--- config.mk ---
export PLATFORM = sky130hd
export DESIGN_NAME = pipe_ctrl
export DESIGN_NICKNAME = d
export VERILOG_FILES = /design/src/rtl/pipe_ctrl.sv
export SDC_FILE = /design/constraint.sdc
export NUM_CORES = 1
export LEC_CHECK = 0
export BUFFER_PORTS_ARGS = -buffer_cell sky130_fd_sc_hd__buf_2
export CORE_MARGIN = 2
export CORE_UTILIZATION = 31
export CTS_CLUSTER_SIZE = 28
export DETAILED_ROUTE_END_ITERATION = 7
export PLACE_DENSITY = 0.66
export SLEW_MARGIN = 20
export SYNTH_ARGS = -nofsm -noshare
export SYNTH_HDL_FRONTEND = slang
export SYNTH_SLANG_ARGS = --single-unit
--- constraint.sdc ---
create_clock -name clk -period 9 [get_ports clk]
set_input_delay 1.8 -clock clk [delete_from_list [all_inputs] [get_ports clk]]
set_output_delay 1.8 -clock clk [all_outputs]
set_load 0.01 [all_outputs]
--- src/rtl/pipe_ctrl.sv ---
// Y86-64 pipeline control: hazard stall/bubble generation,
// F register (predicted PC), run/stop FSM and perf counters.
module pipe_ctrl #(
  parameter logic [63:0] RESET_PC = 64'h0,
  parameter int          CNT_W    = 32
) (
  input  logic             clk,
  input  logic             rst,
  input  logic [63:0]      f_pred_pc_i,
  input  logic [3:0]       D_icode_i,
  input  logic [3:0]       E_icode_i,
  input  logic [3:0]       M_icode_i,
  input  logic [3:0]       W_icode_i,
  input  logic [3:0]       E_dstM_i,
  input  logic [3:0]       d_srcA_i,
  input  logic [3:0]       d_srcB_i,
  input  logic             e_Cnd_i,
  input  logic [3:0]       m_stat_i,
  input  logic [3:0]       W_stat_i,
  output logic [63:0]      F_pred_pc_o,
  output logic             F_stall_o,
  output logic             D_stall_o,
  output logic             D_bubble_o,
  output logic             E_bubble_o,
  output logic             M_bubble_o,
  output logic             W_stall_o,
  output logic             set_cc_o,
  output logic             running_o,
  output logic [3:0]       final_stat_o,
  output logic [CNT_W-1:0] cycle_cnt_o,
  output logic [CNT_W-1:0] instr_cnt_o,
  output logic [CNT_W-1:0] stall_cnt_o,
  output logic [CNT_W-1:0] mispred_cnt_o
);

  localparam logic [3:0] INOP    = 4'h1;
  localparam logic [3:0] IMRMOVQ = 4'h5;
  localparam logic [3:0] IOPQ    = 4'h6;
  localparam logic [3:0] IJXX    = 4'h7;
  localparam logic [3:0] IRET    = 4'h9;
  localparam logic [3:0] IPOPQ   = 4'hB;
  localparam logic [3:0] RNONE   = 4'hF;
  localparam logic [3:0] SAOK    = 4'h1;

  localparam logic [CNT_W-1:0] ONE = {{(CNT_W-1){1'b0}}, 1'b1};

  typedef enum logic {RUN = 1'b0, STOP = 1'b1} state_e;

  state_e           state_q, state_d;
  logic [3:0]       fstat_q, fstat_d;
  logic [63:0]      pc_q, pc_d;
  logic [CNT_W-1:0] cyc_q, cyc_d;
  logic [CNT_W-1:0] ins_q, ins_d;
  logic [CNT_W-1:0] stl_q, stl_d;
  logic [CNT_W-1:0] mis_q, mis_d;

  logic load_use, ret_pend, mispred, exc_m, exc_w;
  logic run, f_stall_run;

  function automatic logic [CNT_W-1:0] sat_inc(
    input logic [CNT_W-1:0] v,
    input logic             en
  );
    return (en && (v != '1)) ? v + ONE : v;
  endfunction

  // Hazard detection terms
  always_comb begin
    load_use = ((E_icode_i == IMRMOVQ) || (E_icode_i == IPOPQ))
             && (E_dstM_i != RNONE)
             && ((E_dstM_i == d_srcA_i) || (E_dstM_i == d_srcB_i));
    ret_pend = (D_icode_i == IRET) || (E_icode_i == IRET)
             || (M_icode_i == IRET);
    mispred  = (E_icode_i == IJXX) && !e_Cnd_i;
    exc_m    = (m_stat_i != SAOK);
    exc_w    = (W_stat_i != SAOK);
    run      = (state_q == RUN);
    f_stall_run = load_use | ret_pend;
  end

  // Next state, control outputs and register next values
  always_comb begin
    state_d    = state_q;
    fstat_d    = fstat_q;
    F_stall_o  = 1'b1;
    D_stall_o  = 1'b1;
    W_stall_o  = 1'b1;
    D_bubble_o = 1'b0;
    E_bubble_o = 1'b0;
    M_bubble_o = 1'b0;
    set_cc_o   = 1'b0;
    if (run) begin
      F_stall_o  = f_stall_run;
      D_stall_o  = load_use;
      D_bubble_o = mispred | (ret_pend & !load_use);
      E_bubble_o = mispred | load_use;
      M_bubble_o = exc_m | exc_w;
      W_stall_o  = exc_w;
      set_cc_o   = (E_icode_i == IOPQ) & !exc_m & !exc_w;
      if (exc_w) begin
        state_d = STOP;
        fstat_d = W_stat_i;
      end
    end
    pc_d  = (run && !f_stall_run) ? f_pred_pc_i : pc_q;
    cyc_d = sat_inc(cyc_q, run);
    stl_d = sat_inc(stl_q, run && f_stall_run);
    mis_d = sat_inc(mis_q, run && mispred);
    ins_d = sat_inc(ins_q, run && !exc_w && (W_icode_i != INOP));
  end

  // State, F register and counters
  always_ff @(posedge clk or posedge rst) begin
    if (rst) begin
      state_q <= RUN;
      fstat_q <= SAOK;
      pc_q    <= RESET_PC;
      cyc_q   <= '0;
      ins_q   <= '0;
      stl_q   <= '0;
      mis_q   <= '0;
    end else begin
      state_q <= state_d;
      fstat_q <= fstat_d;
      pc_q    <= pc_d;
      cyc_q   <= cyc_d;
      ins_q   <= ins_d;
      stl_q   <= stl_d;
      mis_q   <= mis_d;
    end
  end

  assign F_pred_pc_o   = pc_q;
  assign running_o     = run;
  assign final_stat_o  = fstat_q;
  assign cycle_cnt_o   = cyc_q;
  assign instr_cnt_o   = ins_q;
  assign stall_cnt_o   = stl_q;
  assign mispred_cnt_o = mis_q;

endmodule

# [Word level (Yosys, flattened, before mapping)]
# Cells that the tools add are included.
[word_totals] regBits=197 input_bits=103 output_inout_bits=204 wordCells=67
[op_classes] n_addsub=4 n_eq_ne=17 n_mux=9 bitwise_logic=8 reduce_logical=22
[op_table] cell="$add 32x1->32 const B" count=4
[op_table] cell="$ne 32x32->1 const B" count=4
[op_table] cell="$eq 4x4->1 const B" count=4
[op_table] cell="$eq 4x3->1 const B" count=3
[op_table] cell="$logic_and 1x1->1" count=12
[op_table] cell="$ne 4x1->1 const B" count=3
[op_table] cell="$mux 1" count=9
[op_table] cell="$eq 4x4->1" count=2
[op_table] cell="$logic_not 1->1" count=5
[op_table] cell="$logic_or 1x1->1" count=4
[op_table] cell="$ne 4x4->1 const B" count=1
[op_table] cell="$or 1x1->1" count=4
[op_table] cell="$and 1x1->1" count=3
[op_table] cell="$reduce_and 2->1" count=1
[op_table] cell="$not 1->1" count=1

# [Longest topological paths before layout]
# Gate-level depths: netlist (run 1).
[depth] ltp_word=8 mapped_depth=9 mapped_depth_nobuf=7

# [Least setup slack after synthesis (run 1)]
# Ideal clock, no wire load.
[synth_path] kind="in2out" from="in E_dstM_i[1]" to="out F_stall_o" arrival_ns=3.071 required_time_ns=7.200 path_slack_ns=4.129 cell_stages=7 n_path_buf=2 path_cell_list="xor2_1 nor4_2 o2111ai_2 and3_4 buf_12 buf_12 inv_1"
[synth_between] elab_chain_cells=5 word_cells_on_any_way=8 classes_between="eq/ne (3); mux (1); bitwise (1); reduce/logical (3)"
[synth_rtl] item="start, declared" line_no="14" text="input logic [3:0] E_dstM_i,"
[synth_rtl] item="$ne 4x4->1 / $eq 4x4->1 (equally long branches)" line_no="70, 71"
[synth_rtl] item="$logic_and 1x1->1 / $logic_or 1x1->1 (equally long branches)" line_no="70, 71"
[synth_rtl] item="$logic_and 1x1->1 *" line_no="71" text="&& ((E_dstM_i == d_srcA_i) || (E_dstM_i == d_srcB_i));"
[synth_rtl] item="$or 1x1->1 *" line_no="78" text="f_stall_run = load_use | ret_pend;"
[synth_rtl] item="$mux 1 *" line_no="92" text="if (run) begin"
[synth_rtl] item="end, declared" line_no="21" text="output logic F_stall_o,"
# Every way passes the cells marked *; elsewhere a longest branch is shown, timed or not.

# [Worst setup path after layout (run 1)]
# Same ends and word-level chain as after synthesis.

==> results.yml, run 1 <==
synth:
  synthesis.yosys.warnings: 0
  synth-edff-count: 0
  synth_nets: 831
  synth.distinct_cells: 50
  ys_ff_latch: 197
  post_synth.cell_area_avg_um2: 12.6
  asyncSetResetFlopFracSynth_pct: 100
  sequential_to_total_area_share_from_yosys_stat_pct: 54.1
  netlist_area_um2: 9120
  synth_ff_type: "sky130_fd_sc_hd__dfrtp_1"
  instance_count_of_the_mapped_netlist: 724
sta:
  count_of_pins_over_their_slew_limit: 0
  final_hold_viol_count: 0
  max-slew-margin-rel_pct: 30.8
  fin_tns_setup_ns: 0
  timing.final.setup_violations: 0
  worst_clock_skew_on_the_final_layout_ns: 0.0106
  share_of_the_cycle_needed_by_the_critical_path_after_routing_pct: 54.9
  layout_min_cycle_time_ns: 4.94
  worst_pin_slew_ns: 1.04
  setup_ws_ns: 4.06
  fmaxAchievable_ghz: 0.202
  rsz0062_at_grt: "no"
critical_path:
  regToRegSetupSlack_ns: 6.26
  cp-start-kind: "input pin"
  worst-endpoint-required_ns: 7.20
  worst_r2r_path_depth: 7
  critical_path_arrival_ns: 3.14
  cp-endpoint: "F_stall_o"
  critical_path.max_fanout: 7
  startpoint: "E_dstM_i[1]"
  critPathCaptureType: "output pin"
  worstReg2RegEnd: "stall_cnt_o[1]$_DFFE_PP0P_"
  critical_path.reg2reg.startpoint: "stall_cnt_o[0]$_DFFE_PP0P_"
  setup.worst_path.class: "in -> out"
finish:
  most_frequent_standard_cell_in_the_layout_excluding_fill_and_tap_cells: "sky130_fd_sc_hd__buf_2"
  mostFrequentLayoutCells: "306 x sky130_fd_sc_hd__buf_2, 196 x sky130_fd_sc_hd__dfrtp_1, 89 x sky130_fd_sc_hd__xnor2_1"
  sequential_cell_area_um2: 4930
  fillCellCount: 2778
  nNetsFinal: 1140
  antenna-diode-count: 0
  final_layout_size_suffix_gt1_share_pct: 41.5
  area.growth.synth_to_final_pct: 27.2
  multiInputGateArea_um2: 3980
grt:
  global_route_wire_length_before_repair_um: 35900
  globalRouteTotalUtil_pct: 14.8
  grt_antenna_before_repair: 0
  number_of_global_route_vias_before_repair: 6618
  grt_remaining_overflow: 0
  grt_max_degree: 126
clock_tree:
  cts_max_path_buffers: 2
  post-cts-setup-buffers: 0
  cts_sinks: 197
  cts_inserted_buffers: 17
  clk_pin_slew_worst_paths_ns: 0.07
  ctsHtreeMaxLevel: 4
  worst_skew_pair_latency_ns: 0.44
  holdBufCountCts: 0
  clock_tree_from_tritoncts: "done"
  cts.repair.resized: 0
  root_buffer: "sky130_fd_sc_hd__clkbuf_16"
placement:
  dpl_worst_slack_ns: 4.04
  dp_hpwl_um: 17100
  place.port_buffers: 306
  gp_routability_congestion: 0.775
power_and_ir_drop:
  ir_drop_v: 0.000113
  power-per-cell-area_nw_per_um2: 148
  report.power.total_uw: 1720
  power_leakage_uw: 0.00608
outcome:
  result_of_the_run: "finished clean"
drt:
  route.antenna.remaining_nets: 0
  drc: 0
  drtIter0Drc: 287
  via_count: 6776
  wl_per_cell_um: 16.1
  drt_pass1_iterations: 4
  avgViaCountPerCell: 4.74
  routed_wirelength_um: 23100
hold_path:
  class_of_the_worst_hold_path: "reg -> reg"
die:
  initial_core_util_pct: 31.6
  coreArea_um2: 28900
  chipHeight_um: 176
  top_level_ports: 307
  rows: 62
  design.die.area_um2: 30800
  die_width_um: 176
flow_run:
  max_capacitance_violation_count: 0
stage by stage:
| step | area [um2] | hold slack, ns | utilization [%] | instances |
|---|---|---|---|---|
| global route | 11600 | 0.487 | 40.2 | 1430 |
| CTS | 11600 | 0.461 | 40.2 | 1430 |
| detailed placement | 11000 | 0.449 | 38.1 | 1398 |
| floorplan | 9120 | 0.465 | - | 724 |
| global placement | 11000 | 0.449 | 38.1 | 1398 |
| finish | 11600 | 0.458 | 40.2 | 1430 |
cell type report:
cell class / count / share of cell area [%]
Timing Repair Buffer: 310 / 13.5
Inverter: 10 / 0.388
Clock buffer: 17 / 3.67
Tap cell: 384 / 4.14
Multi-Input combinational cell: 497 / 34.3
Clock inverter: 15 / 1.54
Sequential cell: 197 / 42.5
Yosys cell counts, drive strengths merged (6+ instances only):
| library cell | instances | share of area [%] |
|---|---|---|
| clkbuf | 6 | 0.25 |
| mux2 | 69 | 11 |
| buf | 14 | 1.8 |
| dfrtp | 196 | 54 |
| nor2 | 24 | 0.99 |
| nand2 | 31 | 1.3 |
| nor3 | 20 | 1.3 |
| and4 | 18 | 1.7 |
| xor2 | 42 | 4.0 |
| xnor2 | 89 | 8.5 |
| and3 | 36 | 2.5 |
| and2 | 15 | 1.0 |
| nand4 | 54 | 3.7 |
| nand3 | 49 | 2.7 |
| inv | 10 | 0.41 |
where the power goes:
part           internal [uW]  total [uW]  switching [uW]  leakage (uW)
clock                    401         782             381      0.000295
combinational           21.1        53.6            32.5       0.00306
sequential               885         886           0.542       0.00272
total                   1310        1720             414       0.00608
cell families after synthesis:
kind of cell	synth area share, %
buffers and inverters	2.41
XOR/XNOR	12.6
AND/OR/NAND/NOR	17.9
multiplexers	10.5
flip-flops	54.1
adder cells (fa/ha/maj)	0.549
AO/OA/AOI/OAI	1.98
layer usage:
metal / share of wire [%] / vias to the layer above / global-route usage, %
met5: 0 / - / 0
met4: 2.0 / 0 / 4.79
met3: 6.7 / 20 / 4.59
met2: 49 / 203 / 24.7
met1: 42 / 3349 / 18.3
li1: - / 3204 / -
worst max-delay path, stage by stage:
cell and delay [ns]:
sky130_fd_sc_hd__buf_2 0.12, sky130_fd_sc_hd__xor2_1 0.17, sky130_fd_sc_hd__nor4_2 0.31, sky130_fd_sc_hd__o2111ai_2 0.25
sky130_fd_sc_hd__and3_4 0.31, sky130_fd_sc_hd__inv_1 0.06, sky130_fd_sc_hd__buf_2 0.12
flip-flops by register name, summed over array words and instances, names as in the netlist:
| register | cells |
|---|---|
| instr_cnt_o | 32 |
| mispred_cnt_o | 32 |
| final_stat_o | 4 |
| cycle_cnt_o | 32 |
| state_q | 1 |
| stall_cnt_o | 32 |
| F_pred_pc_o | 64 |
how the worst min path moves through the flow:
stage,startpoint,to,slack [ns],cells past startpoint
CTS,final_stat_o[0]$_DFFE_PP1P_,final_stat_o[0]$_DFFE_PP1P_,0.46,2
floorplan,final_stat_o[0]$_DFFE_PP1P_,final_stat_o[0]$_DFFE_PP1P_,0.47,2
finish,final_stat_o[0]$_DFFE_PP1P_,final_stat_o[0]$_DFFE_PP1P_,0.46,2
global route,final_stat_o[0]$_DFFE_PP1P_,final_stat_o[0]$_DFFE_PP1P_,0.49,2
detailed placement,final_stat_o[0]$_DFFE_PP1P_,final_stat_o[0]$_DFFE_PP1P_,0.45,2
global placement,final_stat_o[0]$_DFFE_PP1P_,final_stat_o[0]$_DFFE_PP1P_,0.45,2
No activity file was read; power rests on OpenSTA's default activity.
==> run 2, diff against run 1 <==
ABC_AREA = 1   (was default)
PLACE_DENSITY = 0.64   (was 0.66)
clock period = 5.02 ns   (was 9 ns; I/O delays follow)
==> run 2 against run 1 <==
  * Total power is 83% higher
  * Sequential share of layout area fell by 6.9 points
  * Register-to-register slack lost 4.3 ns
  * Combinational power up 110%
  * Setup slack lost 2.9 ns
  * Die area increased by 23%
  * Sequential cell count unchanged
  * Critical endpoint is now set_cc_o
  * Clock power rose by 85%
  * Synthesized cell count rose by 130%
  * Clock skew rose by 0.0037 ns
==> results.yml, run 2 <==
critical_path:
  cp.buffers_inverters: 2
  setup.worst_path.class: "in -> out"
  cp_cell_sequence: "buf_2, nor4_1, nand2_1, nor4_1, buf_2"
  critPathCaptureType: "output pin"
  cp_top_family: "simple AND/OR/NAND/NOR gates"
  cp-start-kind: "input pin"
  slowest_stage: "sky130_fd_sc_hd__nor4_1"
  worst-endpoint-required_ns: 4.02
  critical_path_arrival_ns: 2.84
  critical_path.max_fanout: 2
  crit_path_max_incr_delay_ns: 0.65
synth:
  synth.area.top_cells: "sky130_fd_sc_hd__dfrtp_1 43%, sky130_fd_sc_hd__nand2_1 22%, sky130_fd_sc_hd__inv_1 7.0%"
  synthesis.yosys.warnings: 0
  synth.distinct_cells: 27
  instance_count_of_the_mapped_netlist: 1650
  ys_ff_latch: 197
  yosysMostFrequentCell: "sky130_fd_sc_hd__nand2_1"
  synth_nets: 1757
  synth_ff_type: "sky130_fd_sc_hd__dfrtp_1"
  asyncSetResetFlopFracSynth_pct: 100
  sequential_to_total_area_share_from_yosys_stat_pct: 43.7
  synth_top_area_share_pct: 43.5
  yosysTopAreaCell: "sky130_fd_sc_hd__dfrtp_1"
  netlist_area_um2: 11300
  synth_common_cells: "651 x sky130_fd_sc_hd__nand2_1, 210 x sky130_fd_sc_hd__inv_1, 196 x sky130_fd_sc_hd__dfrtp_1"
  post_synth.cell_area_avg_um2: 6.84
  synth-edff-count: 0
hold_path:
  class_of_the_worst_hold_path: "reg -> reg"
grt:
  grt_max_degree: 106
  globalRouteTotalUtil_pct: 18.8
  grt_antenna_before_repair: 6
  grt_remaining_overflow: 0
  global_route_wire_length_before_repair_um: 57400
  number_of_global_route_vias_before_repair: 10900
finish:
  largest_reg_flops: 64
  final_layout_size_suffix_gt1_share_pct: 18.8
  most_frequent_standard_cell_in_the_layout_excluding_fill_and_tap_cells: "sky130_fd_sc_hd__nand2_1"
  nNetsFinal: 2046
  fillCellCount: 3793
  mostFrequentLayoutCells: "651 x sky130_fd_sc_hd__nand2_1, 306 x sky130_fd_sc_hd__buf_2, 209 x sky130_fd_sc_hd__inv_1"
  area.growth.synth_to_final_pct: 22.8
  final_cells: 2416
sta:
  layout_min_cycle_time_ns: 3.84
  worst_pin_slew_ns: 0.738
  worst_clock_skew_on_the_final_layout_ns: 0.0143
  max-slew-margin-rel_pct: 50.4
  count_of_pins_over_their_slew_limit: 0
  fin_tns_setup_ns: 0
  timing.final.setup_violations: 0
  fmaxAchievable_ghz: 0.260
  share_of_the_cycle_needed_by_the_critical_path_after_routing_pct: 76.5
  final_hold_viol_count: 0
  rsz0062_at_grt: "no"
drt:
  drc: 0
  drt_pass1_iterations: 6
  wl_per_cell_um: 14.7
  avgViaCountPerCell: 4.74
  via_count: 11500
  routed_wirelength_um: 35600
  route.antenna.remaining_nets: 0
  drtIter0Drc: 900
placement:
  gp_routability_congestion: 0.933
  dp_hpwl_um: 26800
  place.port_buffers: 306
  dp.cells: 2381
die:
  design.die.area_um2: 38000
  coreArea_um2: 35700
  chipHeight_um: 195
  top_level_ports: 307
  rows: 69
  initial_core_util_pct: 31.6
  die_width_um: 195
power_and_ir_drop:
  report.power.total_uw: 3150
  power-per-cell-area_nw_per_um2: 227
  ir_drop_v: 0.000235
  power_leakage_uw: 0.00727
clock_tree:
  cts.repair.resized: 0
  cts_max_path_buffers: 2
  ctsHtreeMaxLevel: 4
  root_buffer: "sky130_fd_sc_hd__clkbuf_16"
  clk_pin_slew_worst_paths_ns: 0.08
  clock_tree_from_tritoncts: "done"
  post-cts-setup-buffers: 0
  cts_sinks: 197
  worst_skew_pair_latency_ns: 0.45
  holdBufCountCts: 0
  cts_inserted_buffers: 17
flow_run:
  max_capacitance_violation_count: 0
outcome:
  result_of_the_run: "finished clean"
[run 2: cell types whose count changed in the layout (fill, tap and decap cells not counted), moves of 19 or more]
cell                      previous run  this run
sky130_fd_sc_hd__nor3_1             17        41
sky130_fd_sc_hd__nand3_1            48        84
sky130_fd_sc_hd__xor2_1             42        23
sky130_fd_sc_hd__nor2_1             24       155
sky130_fd_sc_hd__and3_1             35         0
sky130_fd_sc_hd__mux2_4             49         0
sky130_fd_sc_hd__inv_1               9       209
sky130_fd_sc_hd__nand2_1            31       651
sky130_fd_sc_hd__xnor2_1            89        20
sky130_fd_sc_hd__o21ai_0             3       119
[run 2: path summary, 6_finish.rpt]
check	startpoint	endpoint	slack (ns)	cells after the start
worst max-delay path	m_stat_i[1]	set_cc_o	1.18	5
min in group asynchronous	rst	mispred_cnt_o[7]$_DFFE_PP0P_	0.59	2
max in group asynchronous	rst	F_pred_pc_o[16]$_DFFE_PP0P_	3.39	3
worst max register to register	instr_cnt_o[0]$_DFFE_PP0P_	instr_cnt_o[29]$_DFFE_PP0P_	1.98	11
worst min-delay path	final_stat_o[1]$_DFFE_PP0P_	final_stat_o[1]$_DFFE_PP0P_	0.48	2
worst min register to register	final_stat_o[1]$_DFFE_PP0P_	final_stat_o[1]$_DFFE_PP0P_	0.48	2
[run 2: cell type report]
class,instances,area (um2),area share [%]
well taps,461,577,4.16
diodes,3,7.51,0.0542
multi-input cells,1192,5310,38.3
clock inverters,12,141,1.02
repair buffers,316,1620,11.7
inverters,215,811,5.85
clock buffers,20,467,3.37
flip-flops and latches,197,4930,35.6
[run 2: through the flow]
step,hold slack [ns],setup WS (ns),utilization (%),area [um2]
floorplan,0.509,1.47,-,11300
global placement,0.462,1.06,37.1,13200
detailed placement,0.467,1.06,37.1,13200
CTS,0.486,1.05,38.8,13900
global route,0.496,1.00,38.8,13900
finish,0.477,1.18,38.8,13900
[run 2: metal layers]
layer	global-route usage (%)	up-vias	share of wire [%]
met5	0	-	0.11
met4	6.33	6	2.3
met3	4.89	47	7.5
met2	30.3	400	45
met1	24.6	5281	45
li1	-	5729	-
[run 2: worst reg2reg max path: cells and delay by family (launching register included)]
family          cells  cell delay [ns]
compound gates      1             0.07
flops               1             0.47
buf+inv             3             0.90
fa+ha+maj           1             0.21
simple gates        6             1.28
[run 2: cell families (layout without fill, tap and decap cells)]
family          count (synthesis)  count (layout)  synth area share (%)
simple gates                 1012            1012                  37.1
buf+inv                       261             563                  9.41
flops                         197             197                  43.7
compound gates                132             132                  5.88
xor+xnor                       43              43                  3.34
fa+ha+maj                       4               4                 0.443
mux                             1               1                0.0998
other cells                     0               3                     0
[run 2: where the power goes]
group	internal, uW	switching (uW)	total, uW
clock	784	665	1450
sequential	1590	0.577	1590
combinational	41.1	72.7	114
total	2410	739	3150
